--- src/rtl/alu_shift_acc.sv ---
// -----------------------------------------------------------------------------
// alu_shift_acc
//
// Post-ALU writeback stage. Accepts an ALU result and carry-out over a
// valid/ready handshake, optionally shifts or rotates it one bit per clock,
// then commits the value to the accumulator and updates the Z/N/C flags.
//
// Optional feature macro:
//   ROTATE_EN  - when defined, shop 100 (ROL) and 101 (ROR) rotate.
//                When undefined, the rotate datapath is left out and
//                100/101 behave as pass.
//
// Parameters:
//   N    - data width (power of two, >= 2)
//   SHW  - shift-amount width, $clog2(N) (derived)
//
// Ports:
//   clk       in   rising-edge clock
//   rst       in   asynchronous, active-high reset
//   in_valid  in   operation offered
//   in_ready  out  block can accept (IDLE and not in reset)
//   result    in   [N-1:0]   ALU result
//   cin       in   ALU carry-out
//   shop      in   [2:0]     shift op (000 pass, 001 SLL, 010 SRL, 011 SRA,
//                            100 ROL, 101 ROR, 11x pass)
//   shamt     in   [SHW-1:0] shift count
//   acc       out  [N-1:0]   accumulator
//   flag_z    out  zero flag
//   flag_n    out  negative flag (acc MSB)
//   flag_c    out  carry flag
//   done      out  one-cycle pulse after a commit
//   busy      out  operation in flight
// -----------------------------------------------------------------------------
module alu_shift_acc #(
    parameter  int N   = 8,
    localparam int SHW = $clog2(N)
) (
    input  logic           clk,
    input  logic           rst,
    input  logic           in_valid,
    output logic           in_ready,
    input  logic [N-1:0]   result,
    input  logic           cin,
    input  logic [2:0]     shop,
    input  logic [SHW-1:0] shamt,
    output logic [N-1:0]   acc,
    output logic           flag_z,
    output logic           flag_n,
    output logic           flag_c,
    output logic           done,
    output logic           busy
);

    typedef enum logic [1:0] {
        IDLE  = 2'd0,
        SHIFT = 2'd1,
        WB    = 2'd2
    } state_t;

    localparam logic [SHW-1:0] CNT_ZERO = {SHW{1'b0}};
    localparam logic [SHW-1:0] CNT_ONE  = SHW'(1'b1);

    state_t         state_r;
    state_t         state_nxt_s;
    logic [N-1:0]   work_r;
    logic           c_r;
    logic [SHW-1:0] cnt_r;
    logic [2:0]     op_r;
    logic           xfer_s;
    logic [SHW-1:0] k_s;
    logic [N:0]     step_s;

    // True for ops that use shamt; rotates only count when the rotate
    // datapath is built, otherwise they fall through to pass.
    function automatic logic is_shift_op(input logic [2:0] op);
        logic r;
        case (op)
            3'b001, 3'b010, 3'b011: r = 1'b1;
`ifdef ROTATE_EN
            3'b100, 3'b101:         r = 1'b1;
`endif
            default:                r = 1'b0;
        endcase
        return r;
    endfunction

    // One shift/rotate step; returns {carry_out, new_work}. Unknown ops
    // leave work and carry untouched (never reached from SHIFT).
    function automatic logic [N:0] shift_step(input logic [N-1:0] w,
                                              input logic [2:0]   op,
                                              input logic         c);
        logic [N:0] r;
        case (op)
            3'b001:  r = {w[N-1], w[N-2:0], 1'b0};
            3'b010:  r = {w[0], 1'b0, w[N-1:1]};
            3'b011:  r = {w[0], w[N-1], w[N-1:1]};
`ifdef ROTATE_EN
            3'b100:  r = {w[N-1], w[N-2:0], w[N-1]};
            3'b101:  r = {w[0], w[0], w[N-1:1]};
`endif
            default: r = {c, w};
        endcase
        return r;
    endfunction

    assign in_ready = (state_r == IDLE) & ~rst;
    assign busy     = (state_r != IDLE);
    assign xfer_s   = in_valid & in_ready;
    assign k_s      = is_shift_op(shop) ? shamt : CNT_ZERO;
    assign step_s   = shift_step(work_r, op_r, c_r);

    // State register.
    always_ff @(posedge clk or posedge rst) begin
        if (rst) begin
            state_r <= IDLE;
        end else begin
            state_r <= state_nxt_s;
        end
    end

    // Next-state decode.
    always_comb begin
        state_nxt_s = state_r;
        case (state_r)
            IDLE: begin
                if (xfer_s) begin
                    if (k_s != CNT_ZERO) begin
                        state_nxt_s = SHIFT;
                    end else begin
                        state_nxt_s = WB;
                    end
                end else begin
                    state_nxt_s = IDLE;
                end
            end
            SHIFT: begin
                if (cnt_r == CNT_ONE) begin
                    state_nxt_s = WB;
                end else begin
                    state_nxt_s = SHIFT;
                end
            end
            WB:      state_nxt_s = IDLE;
            default: state_nxt_s = IDLE;
        endcase
    end

    // Working datapath: capture on accept, step while shifting.
    always_ff @(posedge clk or posedge rst) begin
        if (rst) begin
            work_r <= {N{1'b0}};
            c_r    <= 1'b0;
            cnt_r  <= CNT_ZERO;
            op_r   <= 3'b000;
        end else begin
            case (state_r)
                IDLE: begin
                    if (xfer_s) begin
                        work_r <= result;
                        c_r    <= cin;
                        cnt_r  <= k_s;
                        op_r   <= shop;
                    end
                end
                SHIFT: begin
                    work_r <= step_s[N-1:0];
                    c_r    <= step_s[N];
                    cnt_r  <= cnt_r - CNT_ONE;
                end
                default: begin
                end
            endcase
        end
    end

    // Architectural outputs: accumulator, flags and done pulse commit in WB.
    always_ff @(posedge clk or posedge rst) begin
        if (rst) begin
            acc    <= {N{1'b0}};
            flag_z <= 1'b0;
            flag_n <= 1'b0;
            flag_c <= 1'b0;
            done   <= 1'b0;
        end else begin
            if (state_r == WB) begin
                acc    <= work_r;
                flag_z <= (work_r == {N{1'b0}});
                flag_n <= work_r[N-1];
                flag_c <= c_r;
                done   <= 1'b1;
            end else begin
                done   <= 1'b0;
            end
        end
    end

endmodule

--- config.mk ---
export PLATFORM = sky130hd
export DESIGN_NAME = alu_shift_acc
export DESIGN_NICKNAME = d
export VERILOG_FILES = /design/src/rtl/alu_shift_acc.sv
export SDC_FILE = /design/constraint.sdc
export NUM_CORES = 1
export LEC_CHECK = 0
export ABC_AREA = 0
export BUFFER_PORTS_ARGS = -buffer_cell sky130_fd_sc_hd__buf_2
export CAP_MARGIN = 10
export CORE_MARGIN = 8
export CORE_UTILIZATION = 49
export CTS_CLUSTER_DIAMETER = 50
export DETAILED_ROUTE_END_ITERATION = 7
export PLACE_DENSITY = 0.74
export SLEW_MARGIN = 30
export SYNTH_ARGS = -nofsm -noshare
export SYNTH_HDL_FRONTEND = slang
export SYNTH_SLANG_ARGS = --single-unit
--- constraint.sdc ---
create_clock -name clk -period 2 [get_ports clk]
set_clock_uncertainty 0.1 [all_clocks]
set_input_delay 0.1 -clock clk [delete_from_list [all_inputs] [get_ports clk]]
set_output_delay 0.1 -clock clk [all_outputs]
set_load 0.02 [all_outputs]
# After elaboration in Yosys (flattened, before gate mapping)
# Cells that the tools add are included.
[word_totals]
out_inout_bits = 14
mem_bits_rw = 0
romBits = 0
n_memories = 0
wordCells = 52
register_bits = 29
latch_bits = 0
[classes]
mul = 0
magnitude_cmp = 0
mux = 14
eq_ne = 13
n_bitwise = 3
div = 0
reduce_logical = 10
shift = 0
add_sub_neg = 1
[ops]
columns = ["cell", "count"]
rows = [
  ["$pmux W9 S3", 1],
  ["$pmux W8 S2", 1],
  ["$eq A3 B2 Y1 const B", 4],
  ["$eq A3 B1 Y1 const B", 3],
  ["$logic_not A8 Y1", 1],
  ["$mux W8", 1],
  ["$mux W2", 3],
  ["$mux W3", 2],
  ["$pmux W3 S2", 1],
  ["$ne A2 B2 Y1 const B", 2],
  ["$ne A4 B1 Y1 const B", 1],
  ["$pmux W2 S2", 1],
  ["$reduce_and A2 Y1", 2],
  ["$reduce_and A4 Y1", 1],
  ["$reduce_bool A2 Y1", 2],
  ["$mux W1", 3],
  ["$ne A3 B1 Y1 const B", 1],
  ["$reduce_and A3 Y1", 1],
  ["$reduce_bool A3 Y1", 1],
  ["$reduce_or A3 Y1", 1],
  ["$sub A3 B1 Y3 const B", 1],
  ["$and A1 B1 Y1", 2],
  ["$eq A2 B1 Y1 const B", 1],
  ["$eq A2 B2 Y1 const B", 1],
  ["other kinds (3)", 3],
]

# Depth between registers and ports, before layout
# Gate-level depths: netlist of the first run.
[logic_depth]
ltp_word = 8
ltp_mapped = 5

# Worst setup path before layout of the first run
# OpenSTA, ideal clock, no wires.
[synth_path]
path_type = "reg-to-reg"
start = "register state_r[1]"
end = "register work_r[0]"
path_slack_ps = 539
arrival_ps = 1236
n_path_buf = 0
stages_incl_launch_ff = 5
path_cell_list = "dfrtp_1 -> and2b_4 -> o21ai_0 -> nand2_2 -> mux2_2"
[synth_via]
elab_chain_cells = 5
word_cells_on_any_way = 9
classes_between = "eq/ne: 3; mux: 1; bitwise: 2; reduce/logical: 3"
[synth_rtl]
columns = ["item", "line", "source"]
rows = [
  ["start: declaration", "63", "state_t state_r;"],
  ["start signal: assignment", "117", "state_r <= state_nxt_s;"],
  ["$logic_not A2 Y1", "106, 156", ""],
  ["$and A1 B1 Y1", "106", "assign in_ready = (state_r == IDLE) & ~rst;"],
  ["$and A1 B1 Y1", "108", "assign xfer_s = in_valid & in_ready;"],
  ["$ne A2 B2 Y1 (no line)", "-", ""],
  ["$reduce_and A3 Y1 (no line)", "-", ""],
  ["end signal: assignment", "151", "work_r <= {N{1'b0}};"],
  ["end signal: assignment", "159", "work_r <= result;"],
  ["end signal: assignment", "166", "work_r <= step_s[N-1:0];"],
  ["end: declaration", "65", "logic [N-1:0] work_r;"],
]
# Several ways; a longest one is shown, not always the timed one.
# A chain may end at the register's enable or synchronous reset.

# Worst setup path in the final report of the first run
[layout_path]
start = "input port shop[0]"
end = "register state_r[1]"
[layout_via]
elab_chain_cells = 8
word_cells_on_any_way = 10
classes_between = "eq/ne: 3; mux: 5; reduce/logical: 2"
[layout_rtl]
columns = ["item", "line", "source"]
rows = [
  ["start: declaration", "44", "input logic [2:0] shop,"],
  ["$eq A3 B1 Y1 / $eq A3 B2 Y1 (equally long branches)", "77", "case (op)"],
  ["$reduce_or A3 Y1 (*)", "77", ""],
  ["$mux W1 (*)", "77", ""],
  ["$mux W3 (*)", "109", "assign k_s = is_shift_op(shop) ? shamt : CNT_ZERO;"],
  ["$reduce_bool A3 Y1 (*)", "127", "if (k_s != CNT_ZERO) begin"],
  ["$mux W2 (*)", "127", ""],
  ["$mux W2 (*)", "126", "if (xfer_s) begin"],
  ["$pmux W2 S2 (*)", "124", "case (state_r)"],
  ["net state_nxt_s[1]", "64", "state_t state_nxt_s;"],
]
# Mark *: on every way through the listed nets, which the timed path passes. The rest lies on a longest branch.

==> reports/metrics.yaml, run 1 <==
root_buffer: "clkbuf_4"
hold_class: "in -> reg"
start_kind: "input port"
route.detailed.drc: 0
synth-edff-count: 0
grt_first_pass_wirelength_mm: 5.52
avgSynthCellArea_um2: 10.4
synth_cell_types: 34
critical_path_class: "in -> reg"
area_growth_pct: 27.2
setup-tns-final_ps: 0
irDropWorstVdd_mv: 0.980
final_core_util_pct: 65.1
finalSetupViolCount: 0
finalNetCount: 202
drv_slew: 0
rsz0062_at_grt: "false"
h-tree-depth: 1
cts_made_buffers: 3
routed-via-count: 1158
netlist_area_um2: 1400
hold_ws_ps: 10.7
antenna_found_initial: 0
drive_above_1_share_pct: 33.7
drtIter0Drc: 68
synth_flop_cell: "dfrtp_1"
viasPerCell: 5.46
antennaDiodeCount: 0
syn_inst: 134
cts_tree: "built"
internal_power_mw: 1.51
clock_latency_ps: 320
io_buffers: 31
reg2reg_slack_ps: 410
drtAntennaViolNets: 0
grt_pass1_vias: 1149
syn-num-nets: 154
placed_area_um2: 1570
slew_headroom_pct: 65.0
grt_overflow: 0
path_clk_slew_ps: 140
dp_hpwl_mm: 2.33
fmax_mhz: 560
final.setup.worst_slack_ps: 215
fillCellCount: 217
synth_common_cells: "28 x dfrtp_1, 27 x nand2_1, 10 x mux2_2, 8 x a21oi_2, 7 x a221o_1"
cts_sinks: 28
clock_path_buffers: 2
fin_cells: 212
ys_seq_area_share_pct: 50.1
dp.cells: 192
pwr-share-clk_pct: 14.3
required_ps: 2120
num_rows: 19
p_comb_share_pct: 43.9
arrival_ps: 1900
wl_per_cell_um: 15.2
power_density_nw_per_um2: 1430
pwr-share-seq_pct: 41.9
status: "finished clean"
coreArea_um2: 2730
fin_crit_ps: 1790
fp.dieH_um: 69.4
place.gp.congestion: 0.825
end_kind: "register"
grt_util_all_layers_pct: 13.6
pre_cts_slack_ps: 453
num_io_pins: 32
netlist.area_leader.share_pct: 50.1
initial_core_util_pct: 51.2
synth_most_common_cell: "dfrtp_1"
finalHoldViolCount: 0
routed_wl_mm: 3.23
hold_buffers: 16
dieArea_um2: 4820
synthTopCellsByArea: "dfrtp_1 50%, mux2_2 8.1%, nand2_1 7.2%, a21oi_2 5.0%, a221o_1 5.0%"
swShare_pct: 40.6
synth-async-reset-ratio_pct: 100
crit_fanout: 4
ys_ff_latch: 28
firstDrtPassIters: 4
maxCapViolCount: 0
tightest_slew_ps: 524
ys.warnings.count: 0
power_switching_mw: 1.03
finalPower_mw: 2.54
cts_resized: 0
post_cts.repair.setup_buffers: 0
synth_top_area_cell: "dfrtp_1"
grt_max_degree: 29
dieWidth_um: 69.4
fin_crit_sh_pct: 89.3
design_area_um2: 1780
leakagePower_nw: 0.836
-- kinds of logic after synthesis --
logic type               after synthesis  synth area share (%)
AO/OA/AOI/OAI                         31                  17.3
XOR/XNOR                               1                 0.626
adder cells (fa/ha/maj)                2                  1.79
buffers and inverters                 12                  4.56
flip-flops                            28                  50.1
multiplexers                          10                  8.05
AND/OR/NAND/NOR                       50                  17.6
-- state kept, by name, indices dropped and copies added, names as in the netlist --
| name | count |
|---|---|
| work_r | 8 |
| state_r | 2 |
| cnt_r | 3 |
| op_r | 3 |
| flag_z | 1 |
| done | 1 |
| acc | 8 |
| flag_c | 1 |
| c_r | 1 |
-- routing by layer --
layer / up-vias / track usage (%) / part of all wire [%]
li1: 559 / - / -
met2: 35 / 24.0 / 51
met5: - / 0 / 0
met3: 5 / 3.29 / 6.1
met4: 0 / 4.10 / 1.2
met1: 559 / 15.8 / 42
-- power by group through the flow --
stage	clock network [mW]	logic, mW	registers (mW)
after floorplan	0	0.749	1.12
after global placement	0	1.07	1.05
after detailed placement	0	1.09	1.08
after CTS	0.370	1.12	1.06
after global routing	0.395	1.22	1.10
final	0.362	1.11	1.06
-- final timing paths --
kind,end,start,cells past startpoint
setup / recovery,state_r[1]$_DFF_PP0_,shop[0],7
min in group asynchronous,flag_c$_DFFE_PP0P_,rst,4
hold / removal,work_r[0]$_DFFE_PP0P_,result[0],4
max in group asynchronous,work_r[7]$_DFFE_PP0P_,rst,4
hold reg to reg,acc[5]$_DFFE_PP0P_,acc[5]$_DFFE_PP0P_,1
setup reg to reg,work_r[0]$_DFFE_PP0P_,state_r[1]$_DFF_PP0_,4
-- final cells by class --
class                           count  area, um^2  area share (%)
Timing Repair Buffer               49         330            18.6
Sequential cell                    28         701            39.4
Tap cell                           31        38.8            2.18
Multi-Input combinational cell     94         634            35.7
Inverter                            6        22.5            1.27
Clock inverter                      1        30.0            1.69
Clock buffer                        3        22.5            1.27
-- cell usage in the layout, fill, tap and decap left out, types with 5 or more instances in the layout --
master,netlist,layout
dfrtp_1,28,28
mux2_2,10,10
a21oi_2,8,8
nand2_1,27,27
a221o_1,7,7
inv_1,6,6
buf_2,3,31
dlygate4sd3_1,0,16
nor2_1,5,5
-- critical path, cell delays in order --
cell,delay [ps]
dlygate4sd3_1,530
buf_2,120
nor2_1,40
nor2_1,230
o31ai_1,150
dlygate4sd3_1,590
o2bb2ai_1,140
(Power assumes the default switching activity.)
==> inputs of run 2 (changes only) <==
--- a/config.mk
+++ b/config.mk
@@ -9,10 +9,9 @@
 export BUFFER_PORTS_ARGS = -buffer_cell sky130_fd_sc_hd__buf_2
 export CAP_MARGIN = 10
 export CORE_MARGIN = 8
-export CORE_UTILIZATION = 49
+export CORE_UTILIZATION = 35
 export CTS_CLUSTER_DIAMETER = 50
 export DETAILED_ROUTE_END_ITERATION = 7
-export PLACE_DENSITY = 0.74
 export SLEW_MARGIN = 30
 export SYNTH_ARGS = -nofsm -noshare
 export SYNTH_HDL_FRONTEND = slang
==> reports/metrics.yaml, run 2 (same netlist as run 1, synthesis figures left out) <==
routed-via-count: 1112  # -4.0%
fillCellCount: 402  # +85%
dieWidth_um: 79.2  # +14%
dp_hpwl_mm: 2.39  # +2.4%
timing.rr.end: "work_r[0]$_DFFE_PP0P_"
r2r-start: "state_r[1]$_DFF_PP0_"
root_buffer: "clkbuf_8"
io_buffers: 31  # unchanged
wl_per_cell_um: 13.7  # -9.9%
status: "finished clean"
start_kind: "input port"
coreArea_um2: 3910  # +43%
firstDrtPassIters: 4  # unchanged
path_delay_family: "buffers and inverters"
hold_ws_ps: 8.90  # -1.82 ps
grt_first_pass_wirelength_mm: 5.22  # -5.5%
route.met3.wl_um: 154  # -22%
arrival_ps: 1700  # -200 ps
clock_latency_ps: 270  # -50 ps
required_ps: 2060  # -60 ps
route.met2.wl_mm: 1.51  # -7.9%
finalNetCount: 198  # -2.0%
grt_pass1_vias: 1208  # +5.1%
final_cell_mix: "31 x buf_2, 28 x dfrtp_1, 27 x nand2_1"
path_buf_inv: 2  # -1
critical_path_class: "in -> reg"
dieArea_um2: 6280  # +30%
drtAntennaViolNets: 0  # unchanged
tightest_slew_ps: 553  # +28.2 ps
power_density_nw_per_um2: 1460  # +2.4%
placed_area_um2: 1590  # +1.5%
r2r_cells: 4  # unchanged
fin_cells: 227  # +7.1%
routed_wl_mm: 3.12  # -3.5%
finalPower_mw: 2.60  # +2.5%
antennaDiodeCount: 0  # unchanged
setup-tns-final_ps: 0  # unchanged
fp.dieH_um: 79.2  # +14%
drive_above_1_share_pct: 34.5  # +0.76 points
cpPeakStageDelay_ps: 530  # -60 ps
finalHoldViolCount: 0  # unchanged
irDropWorstVdd_mv: 0.579  # -41%
leakagePower_nw: 0.828  # -0.95%
initial_core_util_pct: 35.7  # -15 points
fin_crit_ps: 1640  # -147 ps
place.gp.congestion: 0.796  # -3.5%
cts_sinks: 28  # unchanged
drtIter0Drc: 42  # -38%
num_io_pins: 32  # unchanged
viasPerCell: 4.90  # -10%
crit_fanout: 8  # +4
h-tree-depth: 1  # unchanged
finalSetupViolCount: 0  # unchanged
maxCapViolCount: 0  # unchanged
met1_length_mm: 1.42  # +5.5%
grt_max_degree: 29  # unchanged
end_kind: "register"
grt_util_all_layers_pct: 10.1  # -3.5 points
fmax_mhz: 610  # +9.0%
min_from: "shamt[0]"
critPathSlowestCell: "dlygate4sd3_1"
drv_slew: 0  # unchanged
cts_made_buffers: 3  # unchanged
clock_path_buffers: 2  # unchanged
rsz0062_at_grt: "false"
path_clk_slew_ps: 90  # -50 ps
slew_headroom_pct: 63.1  # -1.9 points
highest_layer: "met4"
dp.cells: 211  # +9.9%
num_rows: 23  # +4
hold_class: "in -> reg"
antenna_found_initial: 0  # unchanged
min_delay_worst_endpoint: "cnt_r[0]$_DFFE_PP0P_"
fin_crit_sh_pct: 81.9  # -7.4 points
area_growth_pct: 27.4
design_area_um2: 1780  # +0.14%
cts_tree: "built"
route.detailed.drc: 0  # unchanged
path_cells: "dlygate4sd3_1, buf_2, nand2b_1, a21oi_2, nand2_2, a221o_1"
min_path_cells: 3  # -1
reg2reg_slack_ps: 440  # +30 ps
reg.largest.list: "acc (8), work_r (8)"
layout_commonest_cell: "buf_2"
grt_overflow: 0  # unchanged
## run 2: changes by cell type in the layout (fill, tap and decap cells not counted)
cell / previous run / this run
dlygate4sd3_1: 16 / 12
clkbuf_4: 3 / 0
clkbuf_8: 0 / 3
## run 2: worst max-delay path by stage
stage / startpoint / cells after the start / end / slack, ps
final: rst / 6 / c_r$_DFFE_PP0P_ / 360
after global routing: rst / 6 / work_r[1]$_DFFE_PP0P_ / 300
after CTS: rst / 6 / c_r$_DFFE_PP0P_ / 370
after detailed placement: state_r[1]$_DFF_PP0_ / 4 / work_r[0]$_DFFE_PP0P_ / 450
after global placement: state_r[1]$_DFF_PP0_ / 4 / work_r[0]$_DFFE_PP0P_ / 470
after floorplan: state_r[1]$_DFF_PP0_ / 4 / work_r[0]$_DFFE_PP0P_ / 540
## run 2: cell type report
| type | instances | area [um^2] | area share [%] |
|---|---|---|---|
| sequential | 28 | 701 | 39.3 |
| clock inverter | 1 | 30.0 | 1.69 |
| clock buffer | 3 | 41.3 | 2.32 |
| multi-input combinational | 94 | 634 | 35.6 |
| tap | 50 | 62.6 | 3.51 |
| timing repair buffer | 45 | 290 | 16.3 |
| inverter | 6 | 22.5 | 1.26 |
## run 2: per-layer routing
layer | GRT usage (%) | vias to the layer above
li1 | - | 550
met1 | 11.2 | 535
met5 | 0 | -
met3 | 2.48 | 4
met2 | 18.5 | 23
met4 | 2.78 | 0
## run 2: per-stage QoR
stage	util [%]	worst slack [ps]
global route	45.5	300
global placement	40.6	466
finish	45.5	362
floorplan	-	539
CTS	45.5	372
detailed placement	40.6	446
## run 2: repair_timing
action                    in CTS  in global routing
resized for setup              0                  0
hold endpoints to repair      39                  0
hold buffers                  12                  0
buffers inserted               0                  0
## run 2: report_power, final
part / switching (mW) / leakage [nW] / internal [mW]
registers: 0.230 / 0.352 / 0.813
clock network: 0.175 / 0.0357 / 0.268
logic: 0.625 / 0.440 / 0.490
total: 1.03 / 0.828 / 1.57
## run 2: worst reg2reg max path, stage by stage (launching register included)
cell     delay, ps
dfrtp_1        430
and2b_4        300
o21ai_0        110
nand2_2        170
mux2_2         350
==> inputs of run 3 (changes only) <==
==> constraint.sdc (replaced) <==
create_clock -name clk -period 1.35 [get_ports clk]
set_clock_uncertainty 0.1 [all_clocks]
set_input_delay 0.0675 -clock clk [delete_from_list [all_inputs] [get_ports clk]]
set_output_delay 0.0675 -clock clk [all_outputs]
set_load 0.02 [all_outputs]
==> reports/metrics.yaml, run 3 (same netlist as run 1, synthesis figures left out) <==
status: "finished with violations"
violations: "setup timing"
tightest_slew_ps: 350  # -203 ps
drive_above_1_share_pct: 48.7  # +14 points
path_clk_slew_ps: 90  # about the same
reg.largest.list: "acc (8), work_r (8)"
grt_first_pass_wirelength_mm: 5.54  # +6.2%
final.setup.worst_slack_ps: -90.3  # -452 ps
viasPerCell: 4.90  # +0.12%
routed_wl_mm: 3.42  # +9.8%
final_core_util_pct: 51.2  # +5.7 points
path_delay_family: "flip-flops"
cpPeakStageDelay_ps: 420  # -110 ps
clock_path_buffers: 2  # unchanged
min_path_cells: 3  # unchanged
drv_slew: 0  # unchanged
end_kind: "primary output"
wl_per_cell_um: 14.2  # +3.4%
num_rows: 23  # unchanged
finalNetCount: 213  # +7.6%
pwr-share-seq_pct: 37.1  # -3.0 points
initial_core_util_pct: 35.7  # unchanged
power_switching_mw: 1.70  # +65%
cts_tree: "built"
power_density_nw_per_um2: 2090  # +43%
internal_power_mw: 2.49  # +59%
worstSetupPathDepth: 4  # -2
critPathSlowestCell: "dfrtp_1"
dieWidth_um: 79.2  # unchanged
drtIter0Drc: 42  # unchanged
slew_headroom_pct: 76.7  # +14 points
pre_cts_slack_ps: -116  # -562 ps
routed-via-count: 1182  # +6.3%
num_io_pins: 32  # unchanged
maxCapViolCount: 0  # unchanged
crit_top_cell: "buf_6"
swShare_pct: 40.6  # +1.0 points
grt_max_degree: 29  # unchanged
antenna_found_initial: 0  # unchanged
cts_made_buffers: 3  # unchanged
dp.cells: 221  # +4.7%
firstDrtPassIters: 4  # unchanged
start_kind: "register"
clock_latency_ps: 260  # about the same
required_ps: 1180  # -880 ps
irDropWorstVdd_mv: 0.892  # +54%
fillCellCount: 382  # -5.0%
final_cell_mix: "30 x buf_2, 26 x dfrtp_1, 20 x nand2_1"
layout_commonest_cell: "buf_2"
path_buf_inv: 2  # unchanged
fp.dieH_um: 79.2  # unchanged
finalSetupViolCount: 16  # +16
dp_hpwl_mm: 2.47  # +3.4%
io_buffers: 31  # unchanged
antennaDiodeCount: 0  # unchanged
drtAntennaViolNets: 0  # unchanged
h-tree-depth: 1  # unchanged
fin_cells: 241  # +6.2%
path_cells: "or2_4, buf_6, nor2_4, buf_6"
r2r_cells: 4  # unchanged
placed_area_um2: 1700  # +6.7%
grt_util_all_layers_pct: 10.9  # +0.77 points
root_buffer: "clkbuf_8"
fmax_mhz: 694
pwr-share-clk_pct: 10.4  # -6.6 points
fin_crit_sh_pct: 107
cts_sinks: 28  # unchanged
place.gp.congestion: 0.775  # -2.7%
leakagePower_nw: 0.927  # +12%
rsz0062_at_grt: "true"
finalHoldViolCount: 0  # unchanged
route.detailed.drc: 0  # unchanged
p_comb_share_pct: 52.5  # +9.6 points
hold_class: "in -> reg"
area_growth_pct: 43.3
crit_fanout: 4  # -4
grt_overflow: 0  # unchanged
grt_pass1_vias: 1214  # +0.50%
design_area_um2: 2000  # +12%
coreArea_um2: 3910  # unchanged
critical_path_class: "reg -> out"
finalPower_mw: 4.20  # +61%
dieArea_um2: 6280  # unchanged
arrival_ps: 1270  # -430 ps
fin_crit_ps: 1440
## run 3: cell types whose count changed in the layout (fill, tap and decap cells not counted), moves of 2 or more
cell and delta:
dfrtp_1 -2, nand2_2 +5, a21oi_1 -2, dfrtp_2 +2, nand2_4 +2, dlygate4sd3_1 +2, buf_4 +9, nand2_1 -7
buf_6 +3
## run 3: what timing repair did
item                                    in CTS  in global routing
endpoints found under the hold margin       41                  0
hold buffers                                14                  0
buffers inserted                             2                  0
pin swaps                                    3                 13
gates cloned                                 0                  1
resized for setup                           13                 12
endpoints found under the setup margin      26                 27
## run 3: cell type report
class,instances,area (um^2),area share [%]
repair buffers,60,452,22.5
inverters,6,22.5,1.12
clock buffers,3,41.3,2.06
well taps,50,62.6,3.12
multi-input cells,94,723,36.1
flip-flops and latches,28,703,35.1
## run 3: power groups by stage
stage | Clock, mW | Sequential [mW] | Combinational [mW]
finish | 0.439 | 1.56 | 2.20
global route | 0.482 | 1.62 | 2.39
CTS | 0.456 | 1.54 | 2.10
detailed placement | 0 | 1.55 | 1.91
global placement | 0 | 1.53 | 1.86
floorplan | 0 | 1.67 | 1.15
## run 3: per-stage QoR
| step | hold WS (ps) | TNS, ps |
|---|---|---|
| CTS | 6.75 | -704 |
| floorplan | 32.9 | -341 |
| finish | 11.3 | -380 |
| detailed placement | 69.3 | -1040 |
| global route | 27.7 | -1260 |
| global placement | 62.5 | -727 |
## run 3: metal layers
layer | track usage, % | vias to the layer above | wire (um) | part of all wire [%]
met5 | 0 | - | 0 | 0
met4 | 3.15 | 0 | 17 | 0.50
met3 | 2.60 | 2 | 158 | 4.6
met2 | 19.1 | 20 | 1760 | 51
met1 | 12.7 | 579 | 1490 | 43
li1 | - | 581 | - | -
## run 3: worst paths after layout
check                                           from  slack, ps                    end
worst min register to register    flag_z$_DFFE_PP0P_        390     flag_z$_DFFE_PP0P_
worst min-delay path                        shamt[2]         10   cnt_r[2]$_DFFE_PP0P_
worst max register to register   op_r[2]$_DFFE_PP0P_        -50  work_r[3]$_DFFE_PP0P_
min in group asynchronous                        rst        340   cnt_r[1]$_DFFE_PP0P_
max in group asynchronous                        rst        530    op_r[2]$_DFFE_PP0P_
worst max-delay path            state_r[1]$_DFF_PP0_        -90               in_ready
## run 3: worst min-delay path, stage by stage
cell and delay [ps]:
buf_2 110, a21oi_2 100, a311oi_1 60
